$ cat src/rtl/hazard_ctrl.sv
// Hazard and sequencing controller for the 5-stage MIPS pipeline.
// Produces the IF/ID and ID/EX stall/flush controls, the EX and ID forwarding
// selects, and tracks the multi-cycle multiply/divide unit so that dependent
// HI/LO instructions are held in ID until the MDU is free.
module hazard_ctrl #(
  parameter int unsigned MULT_CYCLES = 5,
  parameter int unsigned DIV_CYCLES  = 10
) (
  input  logic        clk,
  input  logic        reset,
  input  logic [4:0]  RsD,
  input  logic [4:0]  RtD,
  input  logic        BranchD,
  input  logic        Jump_RD,
  input  logic        MdUseD,
  input  logic [4:0]  RsE,
  input  logic [4:0]  RtE,
  input  logic [4:0]  WriteRegE,
  input  logic        RegWriteE,
  input  logic        MemtoRegE,
  input  logic        MdStartE,
  input  logic        MdTypeE,
  input  logic [4:0]  WriteRegM,
  input  logic        RegWriteM,
  input  logic        MemtoRegM,
  input  logic [4:0]  WriteRegW,
  input  logic        RegWriteW,
  output logic        StallF,
  output logic        StallD,
  output logic        FlushE,
  output logic [1:0]  ForwardAE,
  output logic [1:0]  ForwardBE,
  output logic        ForwardAD,
  output logic        ForwardBD,
  output logic        MdBusy,
  output logic [15:0] StallCnt
);

  localparam logic STATE_IDLE = 1'b0;
  localparam logic STATE_BUSY = 1'b1;

  localparam logic [3:0] MULT_LOAD = 4'(MULT_CYCLES - 1);
  localparam logic [3:0] DIV_LOAD  = 4'(DIV_CYCLES - 1);

  logic        state_q, state_d;
  logic [3:0]  cnt_q, cnt_d;
  logic [15:0] stall_cnt_q, stall_cnt_d;

  logic lw_stall, branch_stall, md_stall, stall;
  logic e_hit, m_hit;

  assign MdBusy   = (state_q == STATE_BUSY);
  assign StallCnt = stall_cnt_q;
  assign StallF   = stall;
  assign StallD   = stall;
  assign FlushE   = stall;

  // Forwarding selects; MEM result takes priority over WB, $0 never forwards,
  // and everything is held at zero while reset is asserted.
  always_comb begin
    ForwardAE = 2'b00;
    ForwardBE = 2'b00;
    ForwardAD = 1'b0;
    ForwardBD = 1'b0;
    if (reset) begin
      if (RegWriteM && (WriteRegM != '0) && (WriteRegM == RsE))
        ForwardAE = 2'b10;
      else if (RegWriteW && (WriteRegW != '0) && (WriteRegW == RsE))
        ForwardAE = 2'b01;

      if (RegWriteM && (WriteRegM != '0) && (WriteRegM == RtE))
        ForwardBE = 2'b10;
      else if (RegWriteW && (WriteRegW != '0) && (WriteRegW == RtE))
        ForwardBE = 2'b01;

      ForwardAD = RegWriteM && (WriteRegM != '0) && (WriteRegM == RsD);
      ForwardBD = RegWriteM && (WriteRegM != '0) && (WriteRegM == RtD);
    end
  end

  // Stall sources: load-use, branch/jr operand not yet available in ID, and
  // HI/LO users waiting on the MDU. All sources OR into one stall.
  always_comb begin
    lw_stall     = MemtoRegE && (RtE != '0) && ((RtE == RsD) || (RtE == RtD));
    e_hit        = RegWriteE && (WriteRegE != '0) &&
                   ((WriteRegE == RsD) || (BranchD && (WriteRegE == RtD)));
    m_hit        = MemtoRegM && (WriteRegM != '0) &&
                   ((WriteRegM == RsD) || (BranchD && (WriteRegM == RtD)));
    branch_stall = (BranchD || Jump_RD) && (e_hit || m_hit);
    md_stall     = MdUseD && (MdBusy || MdStartE);
    stall        = reset && (lw_stall || branch_stall || md_stall);
  end

  // MDU occupancy sequencer; a start while busy cannot happen in a legal
  // pipeline and is simply ignored.
  always_comb begin
    state_d = state_q;
    cnt_d   = cnt_q;
    case (state_q)
      STATE_IDLE: begin
        if (MdStartE) begin
          cnt_d   = MdTypeE ? DIV_LOAD : MULT_LOAD;
          state_d = STATE_BUSY;
        end
      end
      default: begin
        if (cnt_q == '0) state_d = STATE_IDLE;
        else             cnt_d   = cnt_q - 4'd1;
      end
    endcase
  end

  // Saturating stall-cycle performance counter.
  always_comb begin
    stall_cnt_d = stall_cnt_q;
    if (stall && (stall_cnt_q != '1)) stall_cnt_d = stall_cnt_q + 16'd1;
  end

  // State registers with asynchronous active-low reset.
  always_ff @(posedge clk or negedge reset) begin
    if (!reset) begin
      state_q     <= STATE_IDLE;
      cnt_q       <= '0;
      stall_cnt_q <= '0;
    end else begin
      state_q     <= state_d;
      cnt_q       <= cnt_d;
      stall_cnt_q <= stall_cnt_d;
    end
  end

endmodule

$ cat config.mk
export PLATFORM = sky130hd
export DESIGN_NAME = hazard_ctrl
export DESIGN_NICKNAME = d
export VERILOG_FILES = /design/src/rtl/hazard_ctrl.sv
export SDC_FILE = /design/constraint.sdc
export NUM_CORES = 1
export LEC_CHECK = 0
export CORE_MARGIN = 10
export CORE_UTILIZATION = 50
export DETAILED_ROUTE_END_ITERATION = 7
export DONT_BUFFER_PORTS = 1
export GPL_TIMING_DRIVEN = 0
export PLACE_DENSITY = 0.64
export RECOVER_POWER = 25
export SYNTH_ARGS = -nofsm -noshare
export SYNTH_HDL_FRONTEND = slang
export SYNTH_SLANG_ARGS = --single-unit
export TNS_END_PERCENT = 30
$ cat constraint.sdc
create_clock -name clk -period 5.3 [get_ports clk]
set_input_delay 1.06 -clock clk [delete_from_list [all_inputs] [get_ports clk]]
set_output_delay 1.06 -clock clk [all_outputs]
set_load 0.05 [all_outputs]
==> results.ini, run 1 <==
[placement]
dpl.cell_count=258
io_buffers=0
pre_cts_slack_ns=0.738
gp_congestion=0.806
placed_area_mm2=0.00193
hpwl_mm=3.91

[finish]
n_fill_cell=326
stdcell_count=262
multi_input_area_mm2=0.00124
ff_latch_area_um2=526
utilization_pct=54.8
nets=265
syn_to_final_growth_pct=6.69
layout_commonest_cell=xor2_1
final_area_mm2=0.00197
final_cell_mix=40 x xor2_1, 23 x xnor2_1, 21 x dfrtp_1
diodes=0
drive_gt1_share_pct=9.81

[synthesis]
ys_types=41
synth-xor-area-share_pct=29.8
async_flop_share_pct=100
synth.avg_cell_area_um2=8.81
synth.mux.area_fraction_pct=2.57
yosys.area_share.simple_pct=24.4
yosys.area_share.adder_pct=2.03
yosys_warnings=0
netlist_area_mm2=0.00185
synth_compound_area_share_pct=7.30
synth_edf_count=0
synth_top_family_by_area=XOR/XNOR gates
synth-seq-area-share_pct=28.4
syn-instance-count=210
synth_ff_type=dfrtp_1
syn_nets=260
ys_ff_latch=21

[timing]
drv_slew=0
timing.final.crit_share_pct=85.8
min_period_ns=4.55
worst_slew_pin_slew_ns=1.20
relSlewSlack_pct=19.4
skew_ns=0.00303
fmax_ghz=0.220
finalSetupTns_ns=0
worst_hold_slack_ns=0.489
setup_viol=0
setup_ws_ns=0.754
hold_violations=0
rsz0062_at_grt=no

[drt]
routedWlPerCell_um=18.0
vias=1520
first_iter_violations=126
ant_nets=0
drc=0
via_per_inst=5.80
drt_wl_total_mm=4.71
firstDrtPassIters=5

[global_route]
grt_pass1_vias=1572
antenna_found_initial=0
overflow=0
grt_pass1_wl_mm=7.51
grt_max_degree=26
grt_usage_pct=14.0

[floorplanning]
start_util_pct=51.3
row_count=22
ios=73
die_height_um=80.8
chipWidth_um=80.8
fp.coreArea_mm2=0.00361
dieArea_mm2=0.00653

[setup_path]
cp.required_ns=4.24
critPathLaunchType=primary input
worstPathArrival_ns=3.49
critPathCapture=StallD
rrSetupSlack_ns=2.68
reg2regPathDepth=8
setup.worst_path.start=RtE[3]
reg2reg_to=StallCnt[5]
path_max_fanout=10
end_kind=primary output
timing.rr.start=StallCnt[0]
critical_path_class=primary input to primary output

[clock_tree]
clockBufferDepth=2
cts_tree=built
cts_made_buffers=3
cts_root_buf=clkbuf_8
path_clk_slew_ns=0.07
cts_setup_buffers=0
h-tree-depth=1
cts_resized=0
cts_sinks=21
postCtsHoldBufs=0
clk_latency_ns=0.26

[power]
p_leak_nw=0.815
power_mw=0.624
powerDensity_mw_per_mm2=316
vdd_drop_max_uv=131

[job]
maxCapViolCount=0

[run_status]
status=finished clean

[worst_hold_path]
hp-class=primary input to async pin

[cells in the mapped netlist (2+ instances only)]
library cell | count | area (um2)
buf_2 | 6 | 30.0
nor2_1 | 5 | 18.8
xor2_1 | 40 | 350
inv_1 | 4 | 15.0
nand4_1 | 2 | 12.5
nand2_1 | 13 | 48.8
or3_1 | 4 | 25.0
o21ai_1 | 2 | 10.0
o21ai_0 | 5 | 25.0
nand3_1 | 14 | 70.1
and3_1 | 2 | 12.5
dfrtp_1 | 21 | 526
nand3b_1 | 2 | 15.0
nor2b_1 | 3 | 18.8
clkbuf_1 | 5 | 18.8
xnor2_1 | 23 | 201
nor4_1 | 7 | 43.8
buf_4 | 2 | 15.0
nor3b_1 | 3 | 22.5
buf_6 | 2 | 22.5
nor3_1 | 13 | 65.1
and2_1 | 3 | 18.8
or4_1 | 6 | 45.0
ha_1 | 3 | 37.5
a21oi_1 | 4 | 20.0
[logic make-up after synthesis]
logic type,Yosys count
adders and majority gates,3
buffers and inverters,19
muxes,4
xor gates and xnor gates,63
AOI/OAI and AO/OA,19
DFF,21
and+or+nand+nor,81
[sequential cells by signal, summed over array words and instances, names as in the netlist]
name      cells
MdBusy        1
StallCnt     16
cnt_q         4
[per-layer routing]
layer	vias to the layer above	global-route usage, %	routed length (um)
met5	-	0	0
met4	0	4.15	54
met3	5	6.29	633
met2	78	24.3	2350
met1	710	15.0	1680
li1	727	-	-
[final cells by class]
type | count | area share, %
Multi-Input combinational cell | 170 | 62.9
Sequential cell | 21 | 26.6
Buffer | 15 | 4.37
Tap cell | 48 | 3.04
Clock buffer | 3 | 2.09
Inverter | 4 | 0.760
Clock inverter | 1 | 0.253
[worst min-delay path by stage]
stage             start      endpoint  slack (ns)
5_1_grt           reset   StallCnt[9]        0.47
2_1_floorplan  cnt_q[2]      cnt_q[2]        0.48
6_report          reset  StallCnt[15]        0.49
3_3_place_gp   cnt_q[2]      cnt_q[2]        0.52
3_5_place_dp   cnt_q[2]      cnt_q[2]        0.53
4_1_cts           reset   StallCnt[1]        0.49
[critical path, cell delays in order]
cell,delay [ns]
clkbuf_1,0.26
xor2_1,0.11
nor3_1,0.20
nand3_1,0.09
a21oi_1,0.29
a311oi_4,0.12
buf_6,0.19
nor2b_1,0.81
buf_4,0.35
[report_power, final]
group | internal, mW | switching [mW]
logic | 0.0954 | 0.105
registers | 0.198 | 0.123
clock network | 0.0523 | 0.0502
No activity file was read; power rests on OpenSTA's default activity.
==> inputs of run 2 (changes only) <==
--- a/config.mk
+++ b/config.mk
@@ -10,7 +10,7 @@
 export DETAILED_ROUTE_END_ITERATION = 7
 export DONT_BUFFER_PORTS = 1
 export GPL_TIMING_DRIVEN = 0
-export PLACE_DENSITY = 0.64
+export PLACE_DENSITY_LB_ADDON = 0.08
 export RECOVER_POWER = 25
 export SYNTH_ARGS = -nofsm -noshare
 export SYNTH_HDL_FRONTEND = slang
==> constraint.sdc (replaced) <==
create_clock -name clk -period 4.17 [get_ports clk]
set_input_delay 0.834 -clock clk [delete_from_list [all_inputs] [get_ports clk]]
set_output_delay 0.834 -clock clk [all_outputs]
set_load 0.05 [all_outputs]
==> results.ini, run 2 (synthesized netlist as in run 1, its figures left out) <==
[drt]
ant_nets=0
routed-wl-met3_um=608
firstDrtPassIters=4
vias=1490
route.layer.met1.wl_mm=1.62
routedWlPerCell_um=17.5
routed.top_layer=met4
drt_wl_total_mm=4.60
drc=0
first_iter_violations=74
met2_length_mm=2.34
via_per_inst=5.69

[clock_tree]
clk_latency_ns=0.25
clockBufferDepth=2
cts_setup_buffers=0
cts_sinks=21
cts_root_buf=clkbuf_8
h-tree-depth=1
path_clk_slew_ns=0.07
postCtsHoldBufs=0
cts_tree=built
cts_made_buffers=3

[timing]
worst_hold_slack_ns=0.268
drv_slew=0
worst_slew_pin_slew_ns=1.23
finalSetupTns_ns=0
timing.final.crit_share_pct=89.5
hold_violations=0
min_period_ns=3.73
fmax_ghz=0.268
relSlewSlack_pct=17.6
skew_ns=0.00157
setup_viol=0
rsz0062_at_grt=no

[global_route]
overflow=0
grt_pass1_wl_mm=7.53
grt_pass1_vias=1582
grt_usage_pct=13.9
grt_max_degree=26
antenna_found_initial=0

[power]
p_leak_nw=0.813
vdd_drop_max_uv=185
powerDensity_mw_per_mm2=403
power_mw=0.796

[finish]
stdcell_count=262
layout_commonest_cell=xor2_1
drive_gt1_share_pct=9.81
nets=265
largest_register_ffs=16
ff_latch_area_um2=526
n_fill_cell=350
diodes=0
syn_to_final_growth_pct=6.76
final_cell_mix=40 x xor2_1, 23 x xnor2_1, 21 x dfrtp_1
utilization_pct=54.8
multi_input_area_mm2=0.00124

[worst_hold_path]
hp-class=primary input to async pin

[floorplanning]
ios=73
chipWidth_um=80.8
dieArea_mm2=0.00653
row_count=22
start_util_pct=51.3
die_height_um=80.8
fp.coreArea_mm2=0.00361

[placement]
hpwl_mm=3.95
io_buffers=0
dpl.cell_count=258
gp_congestion=0.800

[setup_path]
critPathMaxStageDelay_ns=0.50
critical_path_class=primary input to primary output
critPathSlowestCell=nor2b_2
path_max_fanout=10
critical_path.top_delay_family=buffers and inverters
worstPathArrival_ns=2.90
path_buf_inv=3
crit_chain=clkbuf_1, xor2_1, nor3_1, nand3_1, a21oi_1, a311oi_4, buf_6, nor2b_2, buf_4
critPathLaunchType=primary input
cp.required_ns=3.34
end_kind=primary output

[job]
maxCapViolCount=0

[run_status]
status=finished clean

[run 2: changes by cell type in the layout (fill, tap and decap cells not counted)]
cell	previous run	this run
clkbuf_1	5	6
clkinv_2	1	0
nor2b_1	3	2
nor2b_2	0	1
[run 2: metrics by stage]
step / cell area [um2] / setup slack (ns)
5_1_grt: 1980 / 0.281
2_1_floorplan: 1850 / 0.249
4_1_cts: 1970 / 0.0860
6_report: 1980 / 0.440
3_3_place_gp: 1910 / 0.0646
3_5_place_dp: 1930 / 0.0912
[run 2: final timing paths]
check	from	endpoint	slack, ns	cells past startpoint
max in group asynchronous	reset	StallCnt[4]	3.83	0
setup / recovery	RtE[0]	StallF	0.44	9
min in group clk	cnt_q[2]	cnt_q[2]	0.56	2
hold reg to reg	cnt_q[2]	cnt_q[2]	0.56	2
hold / removal	reset	MdBusy	0.27	0
setup reg to reg	StallCnt[0]	StallCnt[5]	1.55	8
[run 2: timing repair]
item,in CTS,in global routing
hold endpoints to repair,0,0
endpoints found under the setup margin,0,2
resized for setup,0,1
[run 2: final cells by class]
type | instances | area share, %
sequential | 21 | 26.6
inverter | 4 | 0.760
clock buffer | 4 | 2.28
tap | 48 | 3.04
buffer | 15 | 4.37
multi-input combinational | 170 | 63.0
[run 2: worst register-to-register path: stages (launching register included)]
cell	delay, ns
dfrtp_1	0.60
ha_1	0.35
and4_1	0.24
nand4_1	0.17
inv_1	0.06
nand3_1	0.14
nand2_1	0.23
or4_1	0.56
xnor2_1	0.14
[run 2: metal layers]
layer  vias to the layer above  GRT usage [%]
li1                        732              -
met4                         0           3.63
met3                         2           6.40
met2                        56           24.6
met1                       700           14.7
met5                         -              0
[run 2: where the power goes]
group | internal, mW | leakage [nW] | switching [mW] | total (mW)
Clock | 0.0679 | 0.0228 | 0.0613 | 0.129
Combinational | 0.121 | 0.520 | 0.134 | 0.256
Sequential | 0.252 | 0.271 | 0.159 | 0.411
Total | 0.441 | 0.813 | 0.355 | 0.796
==> inputs of run 3 (changes only) <==
==> constraint.sdc (replaced) <==
create_clock -name clk -period 4.4 [get_ports clk]
set_input_delay 0.88 -clock clk [delete_from_list [all_inputs] [get_ports clk]]
set_output_delay 0.88 -clock clk [all_outputs]
set_load 0.05 [all_outputs]
==> results.ini, run 3 (synthesized netlist as in run 1, its figures left out) <==
[power]
power_mw=0.753
p_leak_nw=0.812
powerDensity_mw_per_mm2=382
vdd_drop_max_uv=175

[timing]
drv_slew=0
rsz0062_at_grt=no
setup_viol=0
finalSetupTns_ns=0
hold_violations=0
timing.final.crit_share_pct=94.4
skew_ns=0.00156
min_period_ns=4.15
worst_hold_slack_ns=0.314
relSlewSlack_pct=17.6
fmax_ghz=0.241
worst_slew_pin_slew_ns=1.23

[finish]
final_cell_mix=40 x xor2_1, 23 x xnor2_1, 21 x dfrtp_1
diodes=0
layout_commonest_cell=xor2_1
multi_input_area_mm2=0.00124
final_area_mm2=0.00197
drive_gt1_share_pct=9.35
largest_register_ffs=16
stdcell_count=262
n_fill_cell=351
nets=265
ff_latch_area_um2=526
syn_to_final_growth_pct=6.63

[setup_path]
cp.required_ns=3.52
end_kind=primary output
critPathSlowestCell=nor2b_1
worstPathArrival_ns=3.27
path_buf_inv=3
path_max_fanout=10
critical_path_class=primary input to primary output
critPathLaunchType=primary input
critPathMaxStageDelay_ns=0.80
crit_chain=clkbuf_1, xor2_1, nor3_1, nand3_1, a21oi_1, a311oi_4, buf_6, nor2b_1, buf_4
critical_path.top_delay_family=simple AND/OR/NAND/NOR gates

[floorplanning]
ios=73
row_count=22
start_util_pct=51.3
chipWidth_um=80.8
die_height_um=80.8
dieArea_mm2=0.00653
fp.coreArea_mm2=0.00361

[placement]
placed_area_mm2=0.00193
dpl.cell_count=258
hpwl_mm=3.95
io_buffers=0
gp_congestion=0.800

[clock_tree]
postCtsHoldBufs=0
cts_setup_buffers=0
h-tree-depth=1
cts_resized=0
cts_root_buf=clkbuf_8
cts_sinks=21
clk_latency_ns=0.25
cts_made_buffers=3
cts_tree=built
path_clk_slew_ns=0.07
clockBufferDepth=2

[job]
maxCapViolCount=0

[worst_hold_path]
hp-class=primary input to async pin

[global_route]
grt_max_degree=26
grt_usage_pct=13.9
grt_pass1_vias=1582
antenna_found_initial=0
overflow=0
grt_pass1_wl_mm=7.53

[drt]
drt_wl_total_mm=4.59
vias=1489
ant_nets=0
firstDrtPassIters=4
via_per_inst=5.68
routedWlPerCell_um=17.5
drc=0
first_iter_violations=68

[run_status]
status=finished clean

-- run 3: final timing paths --
path	start	endpoint	slack, ns	cells past startpoint
setup / recovery	RtE[0]	StallF	0.25	9
max in group asynchronous	reset	StallCnt[4]	4.01	0
hold reg to reg	cnt_q[2]	cnt_q[2]	0.56	2
hold / removal	reset	MdBusy	0.31	0
setup reg to reg	StallCnt[0]	StallCnt[5]	1.78	8
min in group clk	cnt_q[2]	cnt_q[2]	0.56	2
-- run 3: layout make-up --
| type | instances | share of cell area, % |
|---|---|---|
| buffer | 15 | 4.38 |
| clock buffer | 4 | 2.28 |
| inverter | 4 | 0.761 |
| multi-input combinational | 170 | 62.9 |
| sequential | 21 | 26.6 |
| tap | 48 | 3.04 |
-- run 3: where the power goes --
group          leakage [nW]  total [mW]  switching (mW)  internal [mW]
logic                 0.519       0.242           0.127          0.115
registers             0.271       0.389           0.151          0.239
clock network        0.0228       0.122          0.0581         0.0643
-- run 3: worst register-to-register path: stages, from the launching register on --
cell and delay [ns]:
dfrtp_1 0.60, ha_1 0.35, and4_1 0.24, nand4_1 0.17, inv_1 0.06, nand3_1 0.14
nand2_1 0.23, or4_1 0.56, xnor2_1 0.14
-- run 3: per-layer routing --
layer / global-route usage (%) / share of wire [%]
met2: 24.6 / 51
met5: 0 / 0
met3: 6.40 / 13
met4: 3.63 / 0.68
met1: 14.7 / 35
-- run 3: through the flow --
| stage | util (%) | setup WS, ns |
|---|---|---|
| final | 54.7 | 0.247 |
| after global routing | 54.7 | 0.0710 |
| after global placement | 53.0 | 0.203 |
| after CTS | 54.7 | 0.224 |
| after floorplan | - | 0.387 |
| after detailed placement | 53.5 | 0.229 |
